$ cat src/rtl/buf_readout_ctrl.sv
// Reads one BLK_WORDS block from the sample buffer to the host pipe, padding short blocks after TIMEOUT.
// Latency blk_req -> first host_valid is 3 cycles; no backpressure from host, buffer paced only by buf_count.
module buf_readout_ctrl #(
    parameter int          BLK_WORDS = 256,
    parameter int          TIMEOUT   = 1000,
    parameter logic [31:0] PAD_WORD  = 32'hFFFF_FFFF
) (
    input  logic        clk,
    input  logic        rst,
    input  logic        blk_req,
    input  logic [10:0] buf_count,
    output logic        buf_rd_en,
    input  logic [31:0] buf_dout,
    output logic        buf_zero,
    output logic        host_valid,
    output logic [31:0] host_data,
    output logic        blk_done,
    output logic        busy,
    output logic [15:0] short_cnt
);

    localparam int TW = (TIMEOUT > 1) ? $clog2(TIMEOUT + 1) : 1;
    localparam logic [TW-1:0] TMO_LAST = TW'(TIMEOUT - 1);
    localparam logic [10:0]   BLK      = 11'(BLK_WORDS);

    typedef enum logic [2:0] {IDLE, WAIT, READ, PAD, DONE} state_t;

    state_t        state_q, state_d;
    logic [10:0]   word_cnt_q, word_cnt_d;
    logic [10:0]   n_lim_q, n_lim_d;
    logic [TW-1:0] tmo_q, tmo_d;
    logic          short_q, short_d;
    logic [15:0]   short_cnt_q;
    logic          rd_en, pad_en;
    logic          hv_q, pad_q, rst_q;
    logic [10:0]   remaining;

    always_comb begin
        state_d    = state_q;
        word_cnt_d = word_cnt_q;
        n_lim_d    = n_lim_q;
        tmo_d      = tmo_q;
        short_d    = short_q;
        rd_en      = 1'b0;
        pad_en     = 1'b0;
        remaining  = n_lim_q - word_cnt_q;
        case (state_q)
            IDLE, DONE: begin
                state_d = IDLE;
                if (blk_req) begin
                    state_d    = WAIT;
                    word_cnt_d = '0;
                    tmo_d      = '0;
                    short_d    = 1'b0;
                end
            end
            WAIT: begin
                tmo_d = tmo_q + 1'b1;
                if (buf_count >= BLK) begin
                    n_lim_d = BLK;
                    state_d = READ;
                end else if (tmo_q == TMO_LAST) begin
                    n_lim_d = buf_count;
                    short_d = 1'b1;
                    state_d = (buf_count == 11'd0) ? PAD : READ;
                end
            end
            READ: begin
                // Extra READ cycle with nothing issued lets the last word drain before DONE.
                if (word_cnt_q == BLK) begin
                    state_d = DONE;
                end else if (word_cnt_q >= n_lim_q || buf_count < remaining) begin
                    // Buffer shrank under us (rewind): pad from this very cycle so there is no gap.
                    pad_en     = 1'b1;
                    short_d    = 1'b1;
                    word_cnt_d = word_cnt_q + 11'd1;
                    state_d    = PAD;
                end else begin
                    rd_en      = 1'b1;
                    word_cnt_d = word_cnt_q + 11'd1;
                    if (word_cnt_q + 11'd1 == n_lim_q && n_lim_q != BLK)
                        state_d = PAD;
                end
            end
            PAD: begin
                if (word_cnt_q == BLK) begin
                    state_d = DONE;
                end else begin
                    pad_en     = 1'b1;
                    word_cnt_d = word_cnt_q + 11'd1;
                end
            end
            default: state_d = IDLE;
        endcase
    end

    always_ff @(posedge clk) begin
        rst_q <= rst;
        if (rst) begin
            state_q     <= IDLE;
            word_cnt_q  <= '0;
            n_lim_q     <= '0;
            tmo_q       <= '0;
            short_q     <= 1'b0;
            short_cnt_q <= '0;
            hv_q        <= 1'b0;
            pad_q       <= 1'b0;
        end else begin
            state_q    <= state_d;
            word_cnt_q <= word_cnt_d;
            n_lim_q    <= n_lim_d;
            tmo_q      <= tmo_d;
            short_q    <= short_d;
            hv_q       <= rd_en | pad_en;
            pad_q      <= pad_en;
            if (state_q == DONE && short_q && short_cnt_q != 16'hFFFF)
                short_cnt_q <= short_cnt_q + 16'd1;
        end
    end

    // Outputs are forced low while rst is high, which also drops any read already in flight.
    assign buf_rd_en  = rd_en & ~rst;
    assign host_valid = hv_q & ~rst;
    assign host_data  = (hv_q & ~rst) ? (pad_q ? PAD_WORD : buf_dout) : 32'd0;
    assign blk_done   = (state_q == DONE) & ~rst;
    assign busy       = (state_q != IDLE) & ~rst;
    assign short_cnt  = rst ? 16'd0 : short_cnt_q;
    assign buf_zero   = rst_q & ~rst;

endmodule

$ cat config.mk
export PLATFORM = sky130hd
export DESIGN_NAME = buf_readout_ctrl
export DESIGN_NICKNAME = d
export VERILOG_FILES = /design/src/rtl/buf_readout_ctrl.sv
export SDC_FILE = /design/constraint.sdc
export NUM_CORES = 1
export LEC_CHECK = 0
export BUFFER_PORTS_ARGS = -buffer_cell sky130_fd_sc_hd__buf_2
export CAP_MARGIN = 25
export CORE_UTILIZATION = 49
export DETAILED_ROUTE_END_ITERATION = 7
export PLACE_DENSITY = 0.83
export SKIP_CTS_REPAIR_TIMING = 1
export SLEW_MARGIN = 0
export SYNTH_ARGS = -nofsm -noshare
export SYNTH_HDL_FRONTEND = slang
export SYNTH_SLANG_ARGS = --single-unit
$ cat constraint.sdc
create_clock -name clk -period 3.1 [get_ports clk]
set_input_delay 0.31 -clock clk [delete_from_list [all_inputs] [get_ports clk]]
set_output_delay 0.31 -clock clk [all_outputs]
set_load 0.02 [all_outputs]
==> results.md, run 1 <==
Status:
- The run finished, with violations left.
- The final reports fail on negative setup slack.

Yosys:
- Counting every instance in the synthesized netlist gives 531.
- Summed over all instances, the cell type with the most area after synthesis is sky130_fd_sc_hd__dfxtp_1.
- The most numerous cell in the Yosys netlist is sky130_fd_sc_hd__nor2_1.
- The number of warnings reported in the yosys synthesis log is 0.
- By count the netlist is led by sky130_fd_sc_hd__nor2_1, sky130_fd_sc_hd__dfxtp_1, sky130_fd_sc_hd__a21oi_1.
- The post-synthesis cell area is 0.00392 sq mm.
- The post-synthesis adder-cell area fraction is 0.0850.
- The share of the Yosys chip area taken by registers is 0.281.
- The count of unique library cells instantiated by Yosys is 57.
- The proportion of register bits with asynchronous set or reset after synthesis is 0.
- Of the total synthesized cell area, the portion taken by AND, OR, NAND and NOR gates is 0.344.
- In the post-synthesis netlist, the biggest area contributors are sky130_fd_sc_hd__dfxtp_1, sky130_fd_sc_hd__nor2_1, sky130_fd_sc_hd__ha_1, sky130_fd_sc_hd__a21oi_1, sky130_fd_sc_hd__xor2_1.
- The average size of a mapped cell is 7.38 sq um.
- The number of enable-type register cells in the synthesized netlist is 0.
- The portion of synthesized area spent on multiplexers is 0.0166.
- The number of storage elements in the synthesis netlist is 55.
- The net count after synthesis is 603.
- The leading register cell type out of synthesis is sky130_fd_sc_hd__dfxtp_1.
- The area fraction in compound gates after synthesis is 0.156.
- The area share of the leading cell type in the synthesized netlist is 0.281.
- Of the total synthesized cell area, the portion taken by XOR and XNOR cells is 0.0715.
- After synthesis, the largest family of logic cells by area is simple AND/OR/NAND/NOR gates.

Pwr:
- VDD sags by at most 206 uV.
- In this run the static leakage power is 2.17 nW.
- The areal power density over the cells is 322 mW/mm^2.

STA:
- The worst path in the final design needs a cycle of 3.63 ns, including I/O delays and setup.
- The part of the cycle the worst path needs is 1.17.
- Setup slack on the critical path of the routed design comes to -0.530 ns.
- The setup violation total in the final timing report is 4.
- The slew at the pin closest to its max-slew limit is 1.04 ns.
- Setup repair after global routing could not meet its margin everywhere.
- The final hold violation count is 0.
- The worst slew margin relative to its limit is 0.308.
- The fmax is 275 MHz.
- The worst clock skew is 0.0137 ns.
- After routing, the total negative slack on setup checks comes to -1.05 ns.
- The max-slew violation total from the final report is 0.

Worst setup path:
- The library cell contributing the largest single delay on the critical path is sky130_fd_sc_hd__fa_2.
- The biggest cell delay along the critical path is 0.39 ns.
- The number of cells on the worst reg-to-reg path is 17.
- The startpoint identified for the worst register-to-register timing path is n_lim_q[0]$_SDFFE_PP0P_.
- The cell family contributing the most delay on the critical path is compound AO/OA/AOI/OAI gates.
- STA classifies the critical path endpoint as a primary output.
- The critical path goes through inv_2 -> ha_4 -> inv_2 -> fa_2 -> a21o_1 -> a21oi_2 -> o21bai_1 -> a21oi_2 -> xor2_1 -> ha_1 -> buf_6 -> a2111oi_4 -> o21a_4 -> nor4_4 -> buf_4.
- The critical path startpoint is n_lim_q[0]$_SDFFE_PP0P_.
- The worst path arrival time is 3.32 ns.
- The type of origin of the critical path is a flip-flop.
- The worst register-to-register path ends at short_q$_SDFFE_PP0P_.
- STA puts the critical path data required time at 2.79 ns.
- The setup slack of the worst register-to-register path is -0.27 ns.
- The type of the worst setup path is reg2out.
- In this run the number of cells on the critical path is 15.
- The highest fanout seen on the critical path is 3.
- Counting both buffers and inverters, the worst setup path holds a total of 4.

Clock tree:
- The clock tree root buffer cell is sky130_fd_sc_hd__clkbuf_8.
- The number of buffers inserted during clock tree synthesis is 5.
- The clock sink total is 55.
- The H-tree generated during clock tree synthesis spans 2 levels.
- The maximum count of clock buffers along a single path is 2.
- Clock-pin slew was measured on the worst setup and hold paths at 0.10 ns.
- The later pin in the worst-skew pair is clocked with a latency of 0.32 ns.
- The clock tree from TritonCTS is done.

Route:
- In the routed layout, each cell is associated on average with a via count of 5.70.
- In the routed design, unresolved DRC markers number 0.
- The total wirelength of the detailed-routed design is 11.0 mm.
- The antenna violation net count after detailed routing is 0.
- In the final routed layout, each cell accounts on average for 14.7 um.
- The number of search-and-repair iterations in the first detailed-routing pass is 5.
- Detailed routing inserted a total of 4265 vias.
- The first routing iteration left 284 violations.

Floorplanning:
- The die area is 0.00836 sq mm.
- The initial utilization of the core area, before any placement, comes to 0.507.
- The I/O pin total is 99.
- The floorplan die height is 91.4 um.
- The area of the placeable core is 0.00773 sq mm.
- After floorplanning, the core was divided into 32 placement rows.
- Measured along the x axis, the die boundary spans 91.4 um.

Placement:
- The number of I/O port buffers is 98.
- Summing all placed instances gives a cell area of 0.00469 sq mm.
- The weighted congestion at the end of routability-driven global placement is 0.873.
- Before CTS, the worst setup slack after placement is -0.584 ns.
- The sum of net half-perimeters after detailed placement is 8.21 mm.

Finish:
- From synthesis to final layout, the design area changed by 24.8%.
- Of the cells placed in the final design, the portion with a size suffix greater than 1 is 0.266.
- The antenna cell count is 0.
- After filler insertion, the fill cell instance count of the layout stands at 667.
- The number of nets in the finished design is 717.
- The finished layout cell area is 0.00489 sq mm.

GRT:
- The number of global-route vias before repair came to 3952.
- The overall global routing resource usage is 0.259.
- The maximum number of pins on one net before global-route repair is 34.
- The initial antenna violation count is 0.
- The final global-route overflow total is 0.
- The first global-routing pass estimated 17.9 mm of wire.

Min path:
- The instance count along the most critical hold path is 3.
- The worst hold path terminates at n_lim_q[2]$_SDFFE_PP0P_.
- The type of the tightest min-delay check is in2reg.
- The worst hold path begins at buf_count[2].

Job:
- The max-cap violation count is 0.
==> per-stage QoR <==
| step | total power [mW] | hold slack [ns] | cells | util |
|---|---|---|---|---|
| 2_1_floorplan | 0.997 | 0.338 | 531 | - |
| 6_report | 1.58 | 0.282 | 748 | 0.633 |
| 3_5_place_dp | 1.13 | 0.501 | 738 | 0.606 |
| 4_1_cts | 1.53 | 0.276 | 746 | 0.618 |
| 5_1_grt | 1.65 | 0.303 | 748 | 0.633 |
| 3_3_place_gp | 1.11 | 0.485 | 738 | 0.606 |
==> flip-flops by register name, summed over array words and instances (netlist names) <==
signal,cells
state_q,3
hv_q,1
pad_q,1
short_cnt_q,16
word_cnt_q,11
short_q,1
n_lim_q,11
tmo_q,10
rst_q,1
==> worst min-delay path, stage by stage <==
cell and delay [ns]:
sky130_fd_sc_hd__buf_2 0.11, sky130_fd_sc_hd__a22oi_1 0.06, sky130_fd_sc_hd__nor2_1 0.08
==> per-layer routing <==
metal | global-route usage | share of wire | wire [um] | up-vias
met5 | 0 | 0 | 0 | -
met4 | 0.0939 | 0.025 | 275 | 0
met3 | 0.0377 | 0.061 | 672 | 29
met2 | 0.438 | 0.49 | 5350 | 178
met1 | 0.333 | 0.43 | 4730 | 1999
li1 | - | - | - | 2059
==> cells in the final DEF (no fill, tap or decap), drive strengths merged, types with 13 or more instances in the layout <==
cell type and instances:
o21ai 18, xor2 17, nor2b 17, nand3 17
inv 24, ha 25, nand2 28, a21oi 38
nand4 13, dfxtp 55, buf 130, nor2 128
xnor2 15
==> final cells by class <==
| cell class | count | area, sq um | share of cell area |
|---|---|---|---|
| tap | 102 | 128 | 0.0261 |
| clock buffer | 5 | 68.8 | 0.0141 |
| clock inverter | 3 | 23.8 | 0.00486 |
| sequential | 55 | 1100 | 0.226 |
| timing repair buffer | 130 | 741 | 0.151 |
| multi-input combinational | 430 | 2740 | 0.560 |
| inverter | 23 | 86.3 | 0.0177 |
==> cells by family (layout without fill, tap and decap cells) <==
logic type / after synthesis / after routing
buf+inv: 46 / 161
compound gates: 98 / 98
simple gates: 268 / 268
mux: 6 / 6
flops: 55 / 55
xor+xnor: 32 / 32
fa+ha+maj: 26 / 26
==> worst max path at each step <==
stage | to
floorplan | buf_rd_en
global placement | buf_rd_en
detailed placement | state_q[0]$_SDFFE_PP0P_
CTS | buf_rd_en
global route | buf_rd_en
finish | buf_rd_en
==> power by group <==
group	switching (mW)	leakage [nW]	total (mW)	internal, mW
combinational	0.236	1.68	0.414	0.178
sequential	0.0237	0.445	0.743	0.719
clock	0.257	0.0408	0.420	0.162
Note: power is estimated with default switching activity, not from simulation.
==> run 2, diff against run 1 <==
--- a/config.mk
+++ b/config.mk
@@ -10,6 +10,7 @@
 export CORE_UTILIZATION = 49
 export DETAILED_ROUTE_END_ITERATION = 7
 export PLACE_DENSITY = 0.83
+export SETUP_SLACK_MARGIN = 0.4
 export SKIP_CTS_REPAIR_TIMING = 1
 export SLEW_MARGIN = 0
 export SYNTH_ARGS = -nofsm -noshare
==> results.md, run 2 (synthesized netlist as in run 1, its figures left out) <==
Floorplanning:
- The floorplan die height is 91.4 um (unchanged).
- The area of the placeable core came to 0.00773 sq mm (unchanged).
- The number of cell rows was 32 (unchanged).
- The initial core utilization is 0.507 (unchanged).
- The I/O pin total came to 99 (unchanged).
- The die area is 0.00836 sq mm (unchanged).
- The die width is 91.4 um (unchanged).

STA:
- The final hold slack is 0.176 ns (was 0.282 ns).
- The slew at the pin closest to its max-slew limit was 1.00 ns (was 1.04 ns).
- The max-slew violation total from the final report is 0 (unchanged).
- The final critical-path required period is 3.49 ns (was 3.63 ns).
- The fmax is 286 MHz (was 275 MHz).
- The part of the cycle the worst path needs was 1.13 (was 1.17).
- Unrepaired setup endpoints after global routing: true (unchanged).
- The worst clock skew is 0.00963 ns (was 0.0137 ns).
- The final hold violation count is 0 (unchanged).
- The setup violation total in the final timing report is 3 (was 4).
- The post-layout worst setup margin is -0.393 ns (was -0.530 ns).
- The worst slew margin relative to its limit came to 0.332 (was 0.308).

Finish:
- The antenna cell count is 0 (unchanged).
- Leading registers by flop count: short_cnt_q x16, n_lim_q x11, word_cnt_q x11 (unchanged).
- Most frequent cells in the layout: sky130_fd_sc_hd__nor2_1, sky130_fd_sc_hd__buf_2, sky130_fd_sc_hd__dfxtp_1 (unchanged).
- The share of the core filled with cells in the final layout was 0.622 (was 0.633).
- The number of nets in the finished design is 709 (was 717).
- The largest register by flop count is short_cnt_q (unchanged).
- The commonest non-fill, non-tap cell in the layout was sky130_fd_sc_hd__nor2_1 (unchanged).
- The fill cell instance count of the final layout came to 654 (was 667).
- The layout cell share with drive strength beyond 1 is 0.257 (was 0.266).
- The area growth from synthesis to layout is 22.6% (was 24.8%).
- The number of flip-flops under the largest register name was 16 (unchanged).

Clock tree:
- The clock tree from TritonCTS is done (unchanged).
- The maximum count of clock buffers along a single path was 2 (unchanged).
- The clock transition at the registers of the reported paths is 0.10 ns (about the same).
- The H-tree depth reported by CTS is 2 (unchanged).
- The clock tree root buffer cell is sky130_fd_sc_hd__clkbuf_8 (unchanged).
- The clock sink total is 55 (unchanged).
- The number of buffers inserted during clock tree synthesis came to 5 (unchanged).
- The worst-skew pair later-pin latency is 0.32 ns (about the same).

Pwr:
- The maximum vdd drop was 257 uV (was 206 uV).
- The cell leakage power is 2.14 nW (was 2.17 nW).
- The areal power density over the cells is 327 mW/mm^2 (was 322 mW/mm^2).

GRT:
- The initial antenna violation count is 0 (unchanged).
- The wire length of the first global-routing pass is 16.9 mm (was 17.9 mm).
- The number of global-route vias before repair is 3771 (was 3952).
- The overall global routing resource usage is 0.244 (was 0.259).
- The maximum number of pins on one net before global-route repair came to 38 (was 34).
- The final global-route overflow total is 0 (unchanged).

Route:
- The initial detailed-routing violation count is 252 (was 284).
- The number of DRC violations after detailed routing is 0 (unchanged).
- The total wirelength of the detailed-routed design is 10.1 mm (was 11.0 mm).
- The ratio of routed vias to standard cells was 5.52 (was 5.70).
- The number of search-and-repair iterations in the first detailed-routing pass is 6 (was 5).
- The via count is 4087 (was 4265).
- The antenna violation net count after detailed routing is 0 (unchanged).
- The routed length per instance was 13.7 um (was 14.7 um).

Worst setup path:
- The type of origin of the critical path was a flip-flop (unchanged).
- The capturing element type of the critical path is a primary output (unchanged).
- The type of the worst setup path is reg2out (unchanged).
- The highest fanout seen on the critical path is 3 (unchanged).
- The worst path arrival time is 3.18 ns (was 3.32 ns).
- The data required time of the worst path is 2.79 ns (about the same).

Placement:
- The number of I/O port buffers was 98 (unchanged).
- The weighted congestion at the end of routability-driven global placement was 0.892 (was 0.873).
- The sum of net half-perimeters after detailed placement is 7.71 mm (was 8.21 mm).

Min path:
- The type of the tightest min-delay check is in2reg (unchanged).

Job:
- The max-cap violation count came to 0 (unchanged).

Status:
- Result of the run: finished, violations left (unchanged).
- Violated checks: negative setup slack (unchanged).
==> run 2: worst max-delay path: stages, from the launching register on <==
cell	delay [ns]
sky130_fd_sc_hd__dfxtp_2	0.34
sky130_fd_sc_hd__inv_2	0.06
sky130_fd_sc_hd__ha_4	0.12
sky130_fd_sc_hd__inv_2	0.03
sky130_fd_sc_hd__fa_2	0.33
sky130_fd_sc_hd__a21o_1	0.17
sky130_fd_sc_hd__a21oi_2	0.15
sky130_fd_sc_hd__o21bai_1	0.08
sky130_fd_sc_hd__a21oi_1	0.17
sky130_fd_sc_hd__xor2_1	0.17
sky130_fd_sc_hd__ha_1	0.28
sky130_fd_sc_hd__nand2_1	0.08
sky130_fd_sc_hd__nor2_1	0.05
sky130_fd_sc_hd__a2111oi_2	0.34
sky130_fd_sc_hd__o21a_2	0.26
sky130_fd_sc_hd__nor4_4	0.05
sky130_fd_sc_hd__buf_4	0.18
==> run 2: routing by layer <==
layer,vias to the layer above,track usage,share of wire
li1,2048,-,-
met1,1917,0.309,0.45
met2,102,0.417,0.49
met3,20,0.0402,0.041
met4,0,0.0820,0.018
met5,-,0,0
==> run 2: cell type report <==
class	count	area [sq um]	area share
clock buffer	6	82.6	0.0172
timing repair buffer	122	684	0.142
sequential	55	1110	0.231
multi-input combinational	430	2700	0.561
clock inverter	2	17.5	0.00365
inverter	23	86.3	0.0180
tap	102	128	0.0266
==> run 2: path summary, 6_finish.rpt <==
| path | slack (ns) | start | to | cells past startpoint |
|---|---|---|---|---|
| setup / recovery | -0.39 | n_lim_q[0]$_SDFFE_PP0P_ | buf_rd_en | 16 |
| hold reg to reg | 0.52 | short_q$_SDFFE_PP0P_ | short_q$_SDFFE_PP0P_ | 1 |
| setup reg to reg | -0.03 | n_lim_q[0]$_SDFFE_PP0P_ | short_q$_SDFFE_PP0P_ | 17 |
| hold / removal | 0.18 | rst | rst_q$_DFF_P_ | 1 |
==> run 2: metrics by stage <==
step	total power, mW	TNS [ns]	setup slack [ns]	std cells	area (sq um)
floorplan	1.00	0	0.192	531	3970
detailed placement	1.12	-0.577	-0.219	730	4660
global placement	1.11	-0.252	-0.142	730	4660
finish	1.57	-0.453	-0.393	740	4800
CTS	1.55	-0.950	-0.559	738	4760
global route	1.65	-1.00	-0.548	740	4800
==> run 2: report_power, final <==
part | internal [mW] | switching, mW | leakage [nW] | total [mW]
Clock | 0.188 | 0.254 | 0.0522 | 0.442
Combinational | 0.166 | 0.220 | 1.64 | 0.386
Sequential | 0.719 | 0.0231 | 0.447 | 0.742
